$ cat src/rtl/fir_pkg.sv
// Shared constants and types for the FIR front end: sample/tap widths and
// the window-stage state encoding.
package fir_pkg;

    localparam int NTAPS  = 37;
    localparam int DWIDTH = 14;
    localparam int TWIDTH = DWIDTH + 1;
    localparam int CWIDTH = 11;

    typedef logic signed [TWIDTH-1:0] fir_tap_t;

    typedef enum logic [1:0] {
        IDLE  = 2'd0,
        FILL  = 2'd1,
        RUN   = 2'd2,
        FLUSH = 2'd3
    } win_state_e;

endpackage

$ cat src/rtl/fir_tap_window_if.sv
// Sample handshake plus the parallel tap window presented to the filter.
interface fir_tap_window_if #(
    parameter int DWIDTH = fir_pkg::DWIDTH,
    parameter int NTAPS  = fir_pkg::NTAPS
);
    logic                     EN;
    logic                     s_valid;
    logic                     s_ready;
    logic signed [DWIDTH-1:0] s_data;
    logic                     flush;
    logic signed [DWIDTH:0]   taps [NTAPS];
    logic                     t_valid;
    logic                     busy;

    modport master (
        output EN, s_valid, s_data, flush,
        input  s_ready, taps, t_valid, busy
    );

    modport slave (
        input  EN, s_valid, s_data, flush,
        output s_ready, taps, t_valid, busy
    );
endinterface

$ cat src/rtl/fir_shift_reg.sv
// NTAPS-deep delay line; slot 0 takes din on shift, clear zeroes every slot.
module fir_shift_reg #(
    parameter int WIDTH = 15,
    parameter int DEPTH = 37
) (
    input  logic                    clk,
    input  logic                    rst_n,
    input  logic                    shift,
    input  logic                    clear,
    input  logic signed [WIDTH-1:0] din,
    output logic signed [WIDTH-1:0] taps [DEPTH]
);

    logic signed [WIDTH-1:0] taps_q [DEPTH];

    genvar gi;
    generate
        for (gi = 0; gi < DEPTH; gi++) begin : g_slot
            if (gi == 0) begin : g_head
                always_ff @(posedge clk) begin
                    if (!rst_n || clear) begin
                        taps_q[gi] <= '0;
                    end else if (shift) begin
                        taps_q[gi] <= din;
                    end
                end
            end else begin : g_body
                always_ff @(posedge clk) begin
                    if (!rst_n || clear) begin
                        taps_q[gi] <= '0;
                    end else if (shift) begin
                        taps_q[gi] <= taps_q[gi-1];
                    end
                end
            end
            assign taps[gi] = taps_q[gi];
        end
    endgenerate

endmodule

$ cat src/rtl/fir_tap_window.sv
// Window stage ahead of the symmetric FIR: warm-up, decimated strobes and
// zero-stuffing flush so the filter only ever sees complete windows.
module fir_tap_window #(
    parameter int DWIDTH = fir_pkg::DWIDTH,
    parameter int NTAPS  = fir_pkg::NTAPS,
    parameter int DECIM  = 1
) (
    input  logic              CLK,
    input  logic              RST_N,
    fir_tap_window_if.slave   bus
);
    import fir_pkg::*;

    localparam int FW = $clog2(NTAPS + 1);
    localparam int DW = (DECIM > 1) ? $clog2(DECIM) : 1;

    win_state_e             state_q, state_d;
    logic [FW-1:0]          fill_cnt_q, fill_cnt_d;
    logic [FW-1:0]          flush_cnt_q, flush_cnt_d;
    logic [DW-1:0]          dec_cnt_q, dec_cnt_d;
    logic                   t_valid_q, t_valid_d;
    logic                   accept, shift, clear, dec_wrap;
    logic [DW-1:0]          dec_inc;
    logic [FW-1:0]          fill_inc;
    logic signed [DWIDTH:0] din;
    logic signed [DWIDTH:0] taps_w [NTAPS];

    assign bus.s_ready = bus.EN && (state_q != FLUSH) && !bus.flush;
    assign accept      = bus.s_valid && bus.s_ready;
    assign dec_wrap    = (dec_cnt_q == DW'(DECIM - 1));
    assign dec_inc     = dec_wrap ? '0 : dec_cnt_q + 1'b1;
    assign fill_inc    = fill_cnt_q + 1'b1;

    always_comb begin
        state_d     = state_q;
        fill_cnt_d  = fill_cnt_q;
        flush_cnt_d = flush_cnt_q;
        dec_cnt_d   = dec_cnt_q;
        t_valid_d   = 1'b0;
        shift       = 1'b0;
        clear       = 1'b0;
        din         = {bus.s_data[DWIDTH-1], bus.s_data};
        case (state_q)
            IDLE, FILL: begin
                if (state_q == FILL && bus.EN && bus.flush) begin
                    clear      = 1'b1;
                    state_d    = IDLE;
                    fill_cnt_d = '0;
                end else if (accept) begin
                    shift      = 1'b1;
                    fill_cnt_d = fill_inc;
                    if (fill_inc == FW'(NTAPS)) begin
                        state_d   = RUN;
                        dec_cnt_d = '0;
                        t_valid_d = 1'b1;
                    end else begin
                        state_d = FILL;
                    end
                end
            end
            RUN: begin
                if (bus.EN && bus.flush) begin
                    state_d     = FLUSH;
                    flush_cnt_d = '0;
                end else if (accept) begin
                    shift     = 1'b1;
                    dec_cnt_d = dec_inc;
                    t_valid_d = dec_wrap;
                end
            end
            FLUSH: begin
                // Zero shifts count as accepts for decimation; EN low pauses the drain.
                if (bus.EN) begin
                    shift       = 1'b1;
                    din         = '0;
                    dec_cnt_d   = dec_inc;
                    t_valid_d   = dec_wrap;
                    flush_cnt_d = flush_cnt_q + 1'b1;
                    if (flush_cnt_q == FW'(NTAPS - 1)) begin
                        state_d     = IDLE;
                        fill_cnt_d  = '0;
                        dec_cnt_d   = '0;
                        flush_cnt_d = '0;
                    end
                end
            end
            default: state_d = IDLE;
        endcase
    end

    always_ff @(posedge CLK) begin
        if (!RST_N) begin
            state_q     <= IDLE;
            fill_cnt_q  <= '0;
            flush_cnt_q <= '0;
            dec_cnt_q   <= '0;
            t_valid_q   <= 1'b0;
        end else begin
            state_q     <= state_d;
            fill_cnt_q  <= fill_cnt_d;
            flush_cnt_q <= flush_cnt_d;
            dec_cnt_q   <= dec_cnt_d;
            t_valid_q   <= t_valid_d;
        end
    end

    fir_shift_reg #(
        .WIDTH (DWIDTH + 1),
        .DEPTH (NTAPS)
    ) u_shift_reg (
        .clk   (CLK),
        .rst_n (RST_N),
        .shift (shift),
        .clear (clear),
        .din   (din),
        .taps  (taps_w)
    );

    genvar gi;
    generate
        for (gi = 0; gi < NTAPS; gi++) begin : g_out
            assign bus.taps[gi] = taps_w[gi];
        end
    endgenerate

    assign bus.t_valid = t_valid_q;
    assign bus.busy    = (state_q != IDLE);

endmodule

$ cat src/flat_wrapper.sv
// flat-port wrapper written by rule: the top's interface ports become plain ports
module fir_tap_window_flat import fir_pkg::*;
#(
    parameter int DWIDTH = fir_pkg::DWIDTH,
    parameter int NTAPS  = fir_pkg::NTAPS,
    parameter int DECIM  = 1
)
  (CLK, RST_N, bus_EN, bus_s_valid, bus_s_data, bus_flush, bus_s_ready, bus_taps, bus_t_valid, bus_busy);
  fir_tap_window_if #(.DWIDTH(DWIDTH), .NTAPS(NTAPS)) bus_i ();
  input  logic CLK;
  input  logic RST_N;
  input wire logic [$bits(bus_i.EN)-1:0] bus_EN;
  input wire logic [$bits(bus_i.s_valid)-1:0] bus_s_valid;
  input wire logic [$bits(bus_i.s_data)-1:0] bus_s_data;
  input wire logic [$bits(bus_i.flush)-1:0] bus_flush;
  output wire logic [$bits(bus_i.s_ready)-1:0] bus_s_ready;
  output wire logic [$bits(bus_i.taps)-1:0] bus_taps;
  output wire logic [$bits(bus_i.t_valid)-1:0] bus_t_valid;
  output wire logic [$bits(bus_i.busy)-1:0] bus_busy;
  assign bus_i.EN = bus_EN;
  assign bus_i.s_valid = bus_s_valid;
  assign bus_i.s_data = bus_s_data;
  assign bus_i.flush = bus_flush;
  assign bus_s_ready = bus_i.s_ready;
  assign bus_taps = {>>{bus_i.taps}};
  assign bus_t_valid = bus_i.t_valid;
  assign bus_busy = bus_i.busy;
  fir_tap_window #(.DWIDTH(DWIDTH), .NTAPS(NTAPS), .DECIM(DECIM)) u_core (.CLK(CLK), .RST_N(RST_N), .bus(bus_i));
endmodule
$ cat config.mk
export PLATFORM = sky130hd
export DESIGN_NAME = fir_tap_window_flat
export DESIGN_NICKNAME = d
export VERILOG_FILES = /design/src/rtl/fir_pkg.sv /design/src/rtl/fir_tap_window_if.sv /design/src/rtl/fir_shift_reg.sv /design/src/rtl/fir_tap_window.sv /design/src/flat_wrapper.sv
export SDC_FILE = /design/constraint.sdc
export NUM_CORES = 1
export LEC_CHECK = 0
export BUFFER_PORTS_ARGS = -buffer_cell sky130_fd_sc_hd__buf_2
export CAP_MARGIN = 20
export CORE_UTILIZATION = 30
export CTS_BUF_LIST = sky130_fd_sc_hd__clkbuf_4
export DETAILED_ROUTE_END_ITERATION = 6
export PLACE_DENSITY = 0.59
export SLEW_MARGIN = 30
export SYNTH_ARGS = -nofsm -noshare
export SYNTH_HDL_FRONTEND = slang
export SYNTH_SLANG_ARGS = --single-unit
$ cat constraint.sdc
create_clock -name CLK -period 28.3 [get_ports CLK]
set_clock_uncertainty 0.05 [all_clocks]
set_input_delay 8.49 -clock CLK [delete_from_list [all_inputs] [get_ports CLK]]
set_output_delay 8.49 -clock CLK [all_outputs]
set_load 0.03 [all_outputs]
==> metrics, run 1 <==
status=finished clean; synthesized cell area=around 20000 um^2; Post-CTS Repair Setup Buffers=0; DRT Wirelength=55600 um; Final Hold Violating Endpoints=0; die extent in y=roughly 260 um; Setup TNS=0 ns; Arr. time, crit path=9.18 ns; final cell count without fillers=2859; CTS root buffer=clkbuf_4; power per cell area=~70 nW/um^2; Synth async-reset ratio=0%; Highest Signal Layer=met4; Top delay family on crit path=buffers and inverters; post-synth cell types=47; DRC viols=0; max_cap viols=0; CP Cell Sequence=buf_2 -> nor3b_1 -> buf_2; Worst Tran Pin Value=0.931 ns; clk buf depth=3; Worst Hold Class=reg2reg; main area contributors after synthesis=edfxtp_1, and2_1, buf_6; antenna viol nets, final=0; Yosys warnings=0; Reg power frac=between 50% and 60%; vias in the first global route=about 12000; Leak Pwr=0.0111 uW; cells after synthesis=1257; DP HPWL=39200 um; Detailed Route Iter0 Violations=918; Critical Path Source Type=input port; initial antenna violation count=5; Worst Path Required=around 20 ns; Die Area=~70000 um^2; H-tree lvl count=4; routed vias=between 10000 and 15000; synth cell count leaders=and2_1, edfxtp_1, buf_4, buf_6, nand2_1; Peak VDD IR=~38 uV; combinational share of power=9.9%; Most common cell on crit path=buf_2; top cell type's share of synthesized area=around three quarters; clock latency on the worst-skew pair=0.97 ns; Sw Ratio=27.8%; Top-Level Pins=between 500 and 600; largest net degree at the start of global routing=about 180; GRT Util Overall=about 16%; final net count=approximately 1900; slowest CP cell=buf_2; Final period util=between 60% and 70%; Hold Buf Count CTS=0; Pint=1290 uW; Worst setup EP type=primary output; top_reg_cell synth=edfxtp_1; met2 WL post-DR=about 28000 um; final worst path period need=17.72 ns; total gr overflow=0; Area Growth Syn to Fin=24.5%; P_sw=498 uW; Final Max Slew Viols=0; gp weighted congestion=approximately 0.86; syn_area_per_cell=roughly 16 um^2; Core Region=a little under 70000 um^2; vias per cell=between 4 and 5; Final setup viols=0; WL/cell=slightly below 20 um; unrepaired setup endpoints after global routing=false; Max-slew headroom=between 30% and 40%; fmax=56.4 MHz; first-pass GRT wire length=between 80000 and 90000 um; Die X=264 um; syn nets=roughly 1300; TritonCTS buffer count=between 100 and 150; Clock Pin Slew Worst Setup and Hold Paths=approximately 0.050 ns; Clk network pwr share=a little under two fifths; reg-to-reg slack, setup=~24 ns; share of layout cells above drive strength 1=around 41%; kind of critical path=in2out; sequential area share after synthesis=approximately 77%; DP Cell Count=between 2000 and 3000; Buf/Inv on CP=2; number of synthesized flops with an enable pin=a little over 500; max incr delay on CP=0.25 ns; top-count cell post-synth=and2_1; clk sinks=roughly 530; row cnt=95; leading area contributor after synthesis=edfxtp_1; crit path max fanout=17; Pre-Repair DR Iteration Count=5; number of synthesized register bits=533; routed wl met3=a little over 5000 um; Port Buffers=about 580; Starting Density=between 30% and 40%; CTS resizes=0; CTS tree=built; number of fill cells=between 6000 and 7000; DRT met1 WL=~22000 um
==> state kept, by name (all words and copies together), names as in the netlist <==
name,flops
u_core.fill_cnt_q,6
u_core.flush_cnt_q,6
u_core.u_shift_reg.taps_q,518
u_core.state_q,2
u_core.bus.t_valid,1
==> cells in the final DEF, fill, tap and decap left out, drive strengths merged, types with 2 or more instances in the layout <==
cell type  synthesis  routed
buf               88     586
and2             520     520
edfxtp           518     518
clkbuf            13     198
clkinv             0      31
nand2             21      21
dfxtp             15      15
inv                6      13
o21ai              9       9
nor2               9       9
nand3              7       7
diode              0       4
o211ai             4       4
a21boi             4       4
ha                 4       4
nor2b              3       3
nor3b              2       2
nand4              2       2
and3               2       2
a21o               2       2
o22ai              2       2
o211a              2       2
xor2               2       2
xnor2              2       2
a21oi              2       2
a31oi              2       2
bufinv             0       2
clkinvlp           0       2
==> cell families after synthesis <==
logic type / synth area share [%]
AOI/OAI and AO/OA: 1.05
xor gates and xnor gates: 0.170
and+or+nand+nor: 17.3
muxes: 0.103
buffers and inverters: 4.27
adders and majority gates: 0.243
DFF: 76.9
==> final timing paths <==
path	start	endpoint	cells after the start
max	bus_EN	bus_s_ready	3
min	u_core.flush_cnt_q[0]	u_core.flush_cnt_q[0]	2
max reg2reg	u_core.state_q[1]	u_core.u_shift_reg.taps_q[4][30]	6
min reg2reg	u_core.flush_cnt_q[0]	u_core.flush_cnt_q[0]	2
==> layer usage <==
| layer | GRT usage, % | vias up |
|---|---|---|
| li1 | - | 5682 |
| met1 | 17.5 | 6013 |
| met2 | 26.0 | 555 |
| met3 | 6.74 | 99 |
| met4 | 6.49 | 0 |
| met5 | 0 | - |
==> power groups by stage <==
stage	combinational, uW	sequential (uW)	clock [uW]
2_1_floorplan	38.9	1060	0
3_3_place_gp	179	956	0
3_5_place_dp	180	957	0
4_1_cts	180	941	703
5_1_grt	186	944	739
6_report	178	939	675
==> area by class of cell <==
cell class / count / area (um^2) / area share (%)
repair buffers: 586 / 3000 / 11.7
clock inverters: 42 / 305 / 1.19
clock buffers: 198 / 1490 / 5.79
flip-flops and latches: 533 / 15900 / 61.8
multi-input cells: 617 / 3890 / 15.2
diodes: 4 / 10.0 / 0.0390
well taps: 873 / 1090 / 4.26
inverters: 6 / 22.5 / 0.0878
==> worst register-to-register path, delay by kind of cell, from the launching register on <==
kind,cells,cell delay [ns]
AOI/OAI and AO/OA,1,0.29
buffers and inverters,2,1.76
DFF,1,0.58
and+or+nand+nor,3,0.89
==> per-stage QoR <==
stage	setup slack, ns	power [uW]	cell area (um^2)	hold slack [ns]	utilization, %
final	10.58	1790	25700	0.450	37.9
after global routing	10.52	1870	25700	0.476	37.9
after CTS	10.57	1820	25600	0.447	37.9
after detailed placement	10.58	1140	23800	0.446	35.2
after global placement	10.59	1140	23800	0.423	35.2
after floorplan	7.27	1100	20600	0.412	-
No activity file was read; power rests on OpenSTA's default activity.
==> inputs of run 2 (changes only) <==
PLACE_DENSITY = 0.61   (was 0.59)
clock period = 15.1 ns   (was 28.3 ns; I/O delays follow)
==> run 2 against run 1 <==
Effect of this change:
- via count grew 0.78%
- count of clock-buffer cells in the layout grew 16
- wire length grew 0.42%
- critical endpoint unchanged
- final cell count unchanged
- setup slack worse by 5.5 ns
- flip-flop and latch count unchanged
- non-clock buffer count fell by 1
- utilization up 0.18 points
- global-route usage about the same
- sequential share of layout area decreased by 0.28 points
- largest cell class unchanged
- cell area grew 0.46%
==> metrics, run 2 (synthesis results as in run 1) <==
Pre-Repair DR Iteration Count=5 (unchanged); row cnt=95 (unchanged); Clk network pwr share=38.6% (+0.9 points); CTS resizes=0 (unchanged); status=finished clean; combinational share of power=9.8% (about the same); cell count of the worst reg-to-reg path=7 (+1); Peak VDD IR=73.0 uV (+91%); Hold Startpoint=u_core.u_shift_reg.taps_q[3][95]; Worst Path Required=10.52 ns (-9.24 ns); TritonCTS buffer count=146 (+2.1%); Leak Pwr=0.0112 uW (+0.68%); die extent in y=264 um (unchanged); number of fill cells=6485 (+0.11%); first-pass GRT wire length=80200 um (about the same); Max-slew headroom=34.0% (-3.9 points); max_cap viols=0 (unchanged); DP HPWL=38700 um (-1.2%); Post-CTS Repair Setup Buffers=0 (unchanged); worst hold-check slack=0.465 ns (+0.0144 ns); kind of critical path=in2out; P_sw=946 uW (+90%); reg-to-reg slack, setup=11.52 ns (-12.76 ns); Largest Register=u_core.u_shift_reg.taps_q; Area Growth Syn to Fin=25.0%; Arr. time, crit path=5.43 ns (-3.75 ns); Worst Tran Pin Value=0.988 ns (+0.0572 ns); Reg power frac=51.6% (-0.8 points); CTS root buffer=clkbuf_4; cell depth of the worst hold path=1 (-1); unrepaired setup endpoints after global routing=false; Worst Hold Class=reg2reg; gp weighted congestion=0.857 (about the same); DP Cell Count=2611 (-0.11%); Final period util=around 66%; worst r2r dst=u_core.u_shift_reg.taps_q[3][71]; clock latency on the worst-skew pair=0.96 ns (about the same); final cell count without fillers=2859 (unchanged); crit path max fanout=17 (unchanged); share of layout cells above drive strength 1=41.6% (+0.84 points); H-tree lvl count=4 (unchanged); Sw Ratio=27.7% (-0.075 points); Clock Pin Slew Worst Setup and Hold Paths=0.06 ns (about the same); Die X=264 um (unchanged); WL/cell=19.5 um (+0.42%); R2R Path Start=u_core.state_q[1]; routed vias=12400 (+0.78%); biggest regs=u_core.u_shift_reg.taps_q (518), u_core.fill_cnt_q (6), u_core.flush_cnt_q (6); most frequent cells in the layout=buf_2, and2_1, edfxtp_1; total gr overflow=0 (unchanged); Hold EP=u_core.u_shift_reg.taps_q[3][110]; Final setup viols=0 (unchanged); Starting Density=30.5% (unchanged); Final Hold Violating Endpoints=0 (unchanged); Die Area=69800 um^2 (unchanged); Detailed Route Iter0 Violations=734 (-20%); commonest non-fill, non-tap cell in the layout=buf_2; Power Total=3410 uW (+90%); initial antenna violation count=6 (+1); Port Buffers=576 (unchanged); CTS tree=built; clk buf depth=3 (unchanged); power per cell area=132 nW/um^2 (+90%); clk sinks=533 (unchanged); max reg flops=518 (unchanged); Final Max Slew Viols=0 (unchanged); vias in the first global route=12600 (+1.4%); vias per cell=4.35 (+0.78%); Hold Buf Count CTS=0 (unchanged); Critical Path Source Type=input port; antenna viol nets, final=0 (unchanged); GRT Util Overall=15.7% (+0.041 points); Worst setup EP type=primary output; Final Core Density=38.1% (+0.18 points); fmax=approximately 100 MHz; largest net degree at the start of global routing=291 (+60%); final net count=1912 (+0.10%); DRT Wirelength=55800 um (+0.42%); Top-Level Pins=577 (unchanged); DRC viols=0 (unchanged); Setup TNS=0 ns (unchanged); Core Region=67600 um^2 (unchanged); Pint=2470 uW (+91%); final worst path period need=around 10 ns
-- run 2: area by class of cell --
type                       instances  area, um^2  area share (%)
timing repair buffer             585        3050            11.8
inverter                           6        22.5          0.0874
tap                              873        1090            4.24
clock buffer                     214        1610            6.23
clock inverter                    28         249           0.966
multi-input combinational        617        3900            15.1
antenna                            3        7.51          0.0291
sequential                       533       15900            61.5
-- run 2: worst max path at each step --
stage	cells past startpoint	slack (ns)	end	start
after detailed placement	3	5.07	bus_s_ready	bus_EN
after global placement	3	5.06	bus_s_ready	bus_EN
after global routing	3	5.06	bus_s_ready	bus_EN
after CTS	3	5.06	bus_s_ready	bus_EN
final	3	5.09	bus_s_ready	bus_EN
after floorplan	3	3.30	u_core.u_shift_reg.taps_q[0][0]	RST_N
-- run 2: worst max-delay path, cell delays in order --
cell and delay [ns]:
buf_2 0.26, nor3b_1 0.36, buf_2 0.28
-- run 2: metal layers --
metal  routed length, um  track usage (%)
met1               20900             16.8
met2               28100             26.7
met3                5360             6.74
met4                1530             7.23
met5                  23                0
-- run 2: metrics by stage --
step	setup slack [ns]	area, um^2
final	5.09	25800
after global routing	5.06	25800
after CTS	5.06	25700
after detailed placement	5.07	23800
after global placement	5.06	23800
after floorplan	3.30	20600
-- run 2: power by group through the flow --
stage          registers [uW]  logic (uW)  clock network [uW]
6_report                 1760         334                1320
4_1_cts                  1770         333                1380
3_5_place_dp             1800         333                   0
5_1_grt                  1770         348                1440
3_3_place_gp             1790         333                   0
2_1_floorplan            1960        73.1                   0
==> inputs of run 3 (changes only) <==
PLACE_DENSITY = 0.59   (was 0.61)
clock period = 10.1 ns   (was 15.1 ns; I/O delays follow)
==> run 3 against run 2 <==
Effect of this change:
- global-route usage shrank 0.17 points
- final cell count unchanged
- hold slack worse by 0.0077 ns
- largest power group unchanged
- critical path depth did not move
- critical path type unchanged
==> metrics, run 3 (synthesis results as in run 1) <==
DRT Wirelength=55200 um (-1.0%); Worst Tran Pin Value=0.942 ns (-0.0457 ns); Worst setup EP type=primary output; final net count=1909 (-0.16%); Largest Register=u_core.u_shift_reg.taps_q; commonest non-fill, non-tap cell in the layout=buf_2; kind of critical path=in2out; status=finished clean; final worst path period need=6.80 ns; Leak Pwr=0.0111 uW (-0.47%); most frequent cells in the layout=buf_2, and2_1, edfxtp_1; Final setup viols=0 (unchanged); worst r2r dst=u_core.u_shift_reg.taps_q[3][112]; CTS root buffer=clkbuf_4; Setup TNS=0 ns (unchanged); max_cap viols=0 (unchanged); number of fill cells=6506 (+0.32%); max incr delay on CP=0.26 ns (-0.10 ns); DP HPWL=38400 um (-0.71%); Die Area=69800 um^2 (unchanged); Final Max Slew Viols=0 (unchanged); Final period util=about two thirds; initial antenna violation count=5 (-1); DRC viols=0 (unchanged); crit path max fanout=17 (unchanged); Top delay family on crit path=buffers and inverters; H-tree lvl count=4 (unchanged); share of layout cells above drive strength 1=41.2% (-0.36 points); Final Hold Violating Endpoints=0 (unchanged); max reg flops=518 (unchanged); GRT Util Overall=15.5% (-0.17 points); Die X=264 um (unchanged); vias in the first global route=12500 (-0.99%); Worst Hold Class=reg2reg; clk buf depth=3 (unchanged); Starting Density=30.5% (unchanged); Clock Pin Slew Worst Setup and Hold Paths=0.06 ns (about the same); clock latency on the worst-skew pair=0.91 ns (-0.05 ns); slowest CP cell=buf_2; Clk network pwr share=38.4% (-0.2 points); Critical Path Source Type=input port; CP Cell Sequence=buf_2 -> nor3b_1 -> buf_2; Power Total=5080 uW (+49%); row cnt=95 (unchanged); CTS resizes=0 (unchanged); Hold Buf Count CTS=0 (unchanged); gp weighted congestion=0.833 (-2.8%); TritonCTS buffer count=145 (-0.68%); power per cell area=198 nW/um^2 (+49%); Pre-Repair DR Iteration Count=5 (unchanged); Buf/Inv on CP=2 (unchanged); fmax=about 150 MHz; WL/cell=19.3 um (-1.0%); first-pass GRT wire length=79600 um (-0.78%); combinational share of power=9.8% (about the same); Port Buffers=576 (unchanged); Pint=3690 uW (+50%); Sw Ratio=27.4% (-0.34 points); R2R Path Start=u_core.state_q[1]; vias per cell=4.31 (-0.92%); total gr overflow=0 (unchanged); antenna viol nets, final=0 (unchanged); Max-slew headroom=37.2% (+3.2 points); Top-Level Pins=577 (unchanged); Peak VDD IR=98.7 uV (+35%); end point of the critical path=bus_s_ready; CP startpoint=bus_EN; CP Depth=3 (unchanged); routed vias=12300 (-0.92%); CTS tree=built; clk sinks=533 (unchanged); Reg power frac=51.7% (about the same); reg-to-reg slack, setup=7.18 ns (-4.34 ns); unrepaired setup endpoints after global routing=false; largest net degree at the start of global routing=203 (-30%); Worst Path Required=7.02 ns (-3.50 ns); biggest regs=u_core.u_shift_reg.taps_q (518), u_core.fill_cnt_q (6), u_core.flush_cnt_q (6); cell count of the worst reg-to-reg path=5 (-2); P_sw=1390 uW (+47%); Arr. time, crit path=3.72 ns (-1.71 ns); Area Growth Syn to Fin=24.7%; Core Region=67600 um^2 (unchanged); Post-CTS Repair Setup Buffers=0 (unchanged); Detailed Route Iter0 Violations=954 (+30%); die extent in y=264 um (unchanged); Final Core Density=38.0% (-0.11 points); Most common cell on crit path=buf_2
run 3: power groups by stage:
stage                     clock (uW)  sequential, uW  combinational [uW]
after floorplan                    0            2910                 109
after global placement             0            2680                 502
after detailed placement           0            2680                 505
after CTS                       2030            2630                 505
after global routing            2120            2640                 521
final                           1950            2630                 499
run 3: stage by stage:
stage	instances	setup WS, ns	area (um^2)	hold WS, ns
floorplan	1257	2.61	20600	0.412
global placement	2611	3.28	23800	0.419
detailed placement	2612	3.30	23900	0.448
CTS	2854	3.30	25700	0.460
global route	2859	3.24	25700	0.473
finish	2859	3.30	25700	0.457
run 3: worst reg2reg max path, stage by stage (launching register included):
cell	delay (ns)
dfxtp_1	0.58
and2_1	0.40
nor2_4	0.11
nor2_8	0.54
buf_4	0.77
and2_1	0.32
run 3: cell type report:
class	count	area, um^2	area share [%]
flip-flops and latches	533	15900	61.7
clock buffers	211	1580	6.16
multi-input cells	617	3900	15.2
well taps	873	1090	4.25
repair buffers	583	3000	11.7
inverters	6	22.5	0.0876
diodes	5	12.5	0.0487
clock inverters	31	241	0.939
run 3: worst min-delay path by stage:
stage | startpoint | slack, ns | depth (start not counted) | endpoint
2_1_floorplan | u_core.flush_cnt_q[0] | 0.41 | 2 | u_core.flush_cnt_q[0]
3_3_place_gp | u_core.flush_cnt_q[0] | 0.42 | 2 | u_core.flush_cnt_q[0]
3_5_place_dp | u_core.fill_cnt_q[4] | 0.45 | 2 | u_core.fill_cnt_q[4]
4_1_cts | u_core.flush_cnt_q[0] | 0.46 | 2 | u_core.flush_cnt_q[0]
5_1_grt | u_core.u_shift_reg.taps_q[3][111] | 0.47 | 1 | u_core.u_shift_reg.taps_q[4][6]
6_report | u_core.flush_cnt_q[0] | 0.46 | 2 | u_core.flush_cnt_q[0]
run 3: metal layers:
| metal | share of wire, % | global-route usage [%] | up-vias |
|---|---|---|---|
| met2 | 50 | 25.7 | 533 |
| met1 | 38 | 17.0 | 6005 |
| met3 | 9.1 | 6.65 | 115 |
| met5 | 0 | 0 | - |
| met4 | 3.1 | 7.56 | 0 |
| li1 | - | - | 5678 |
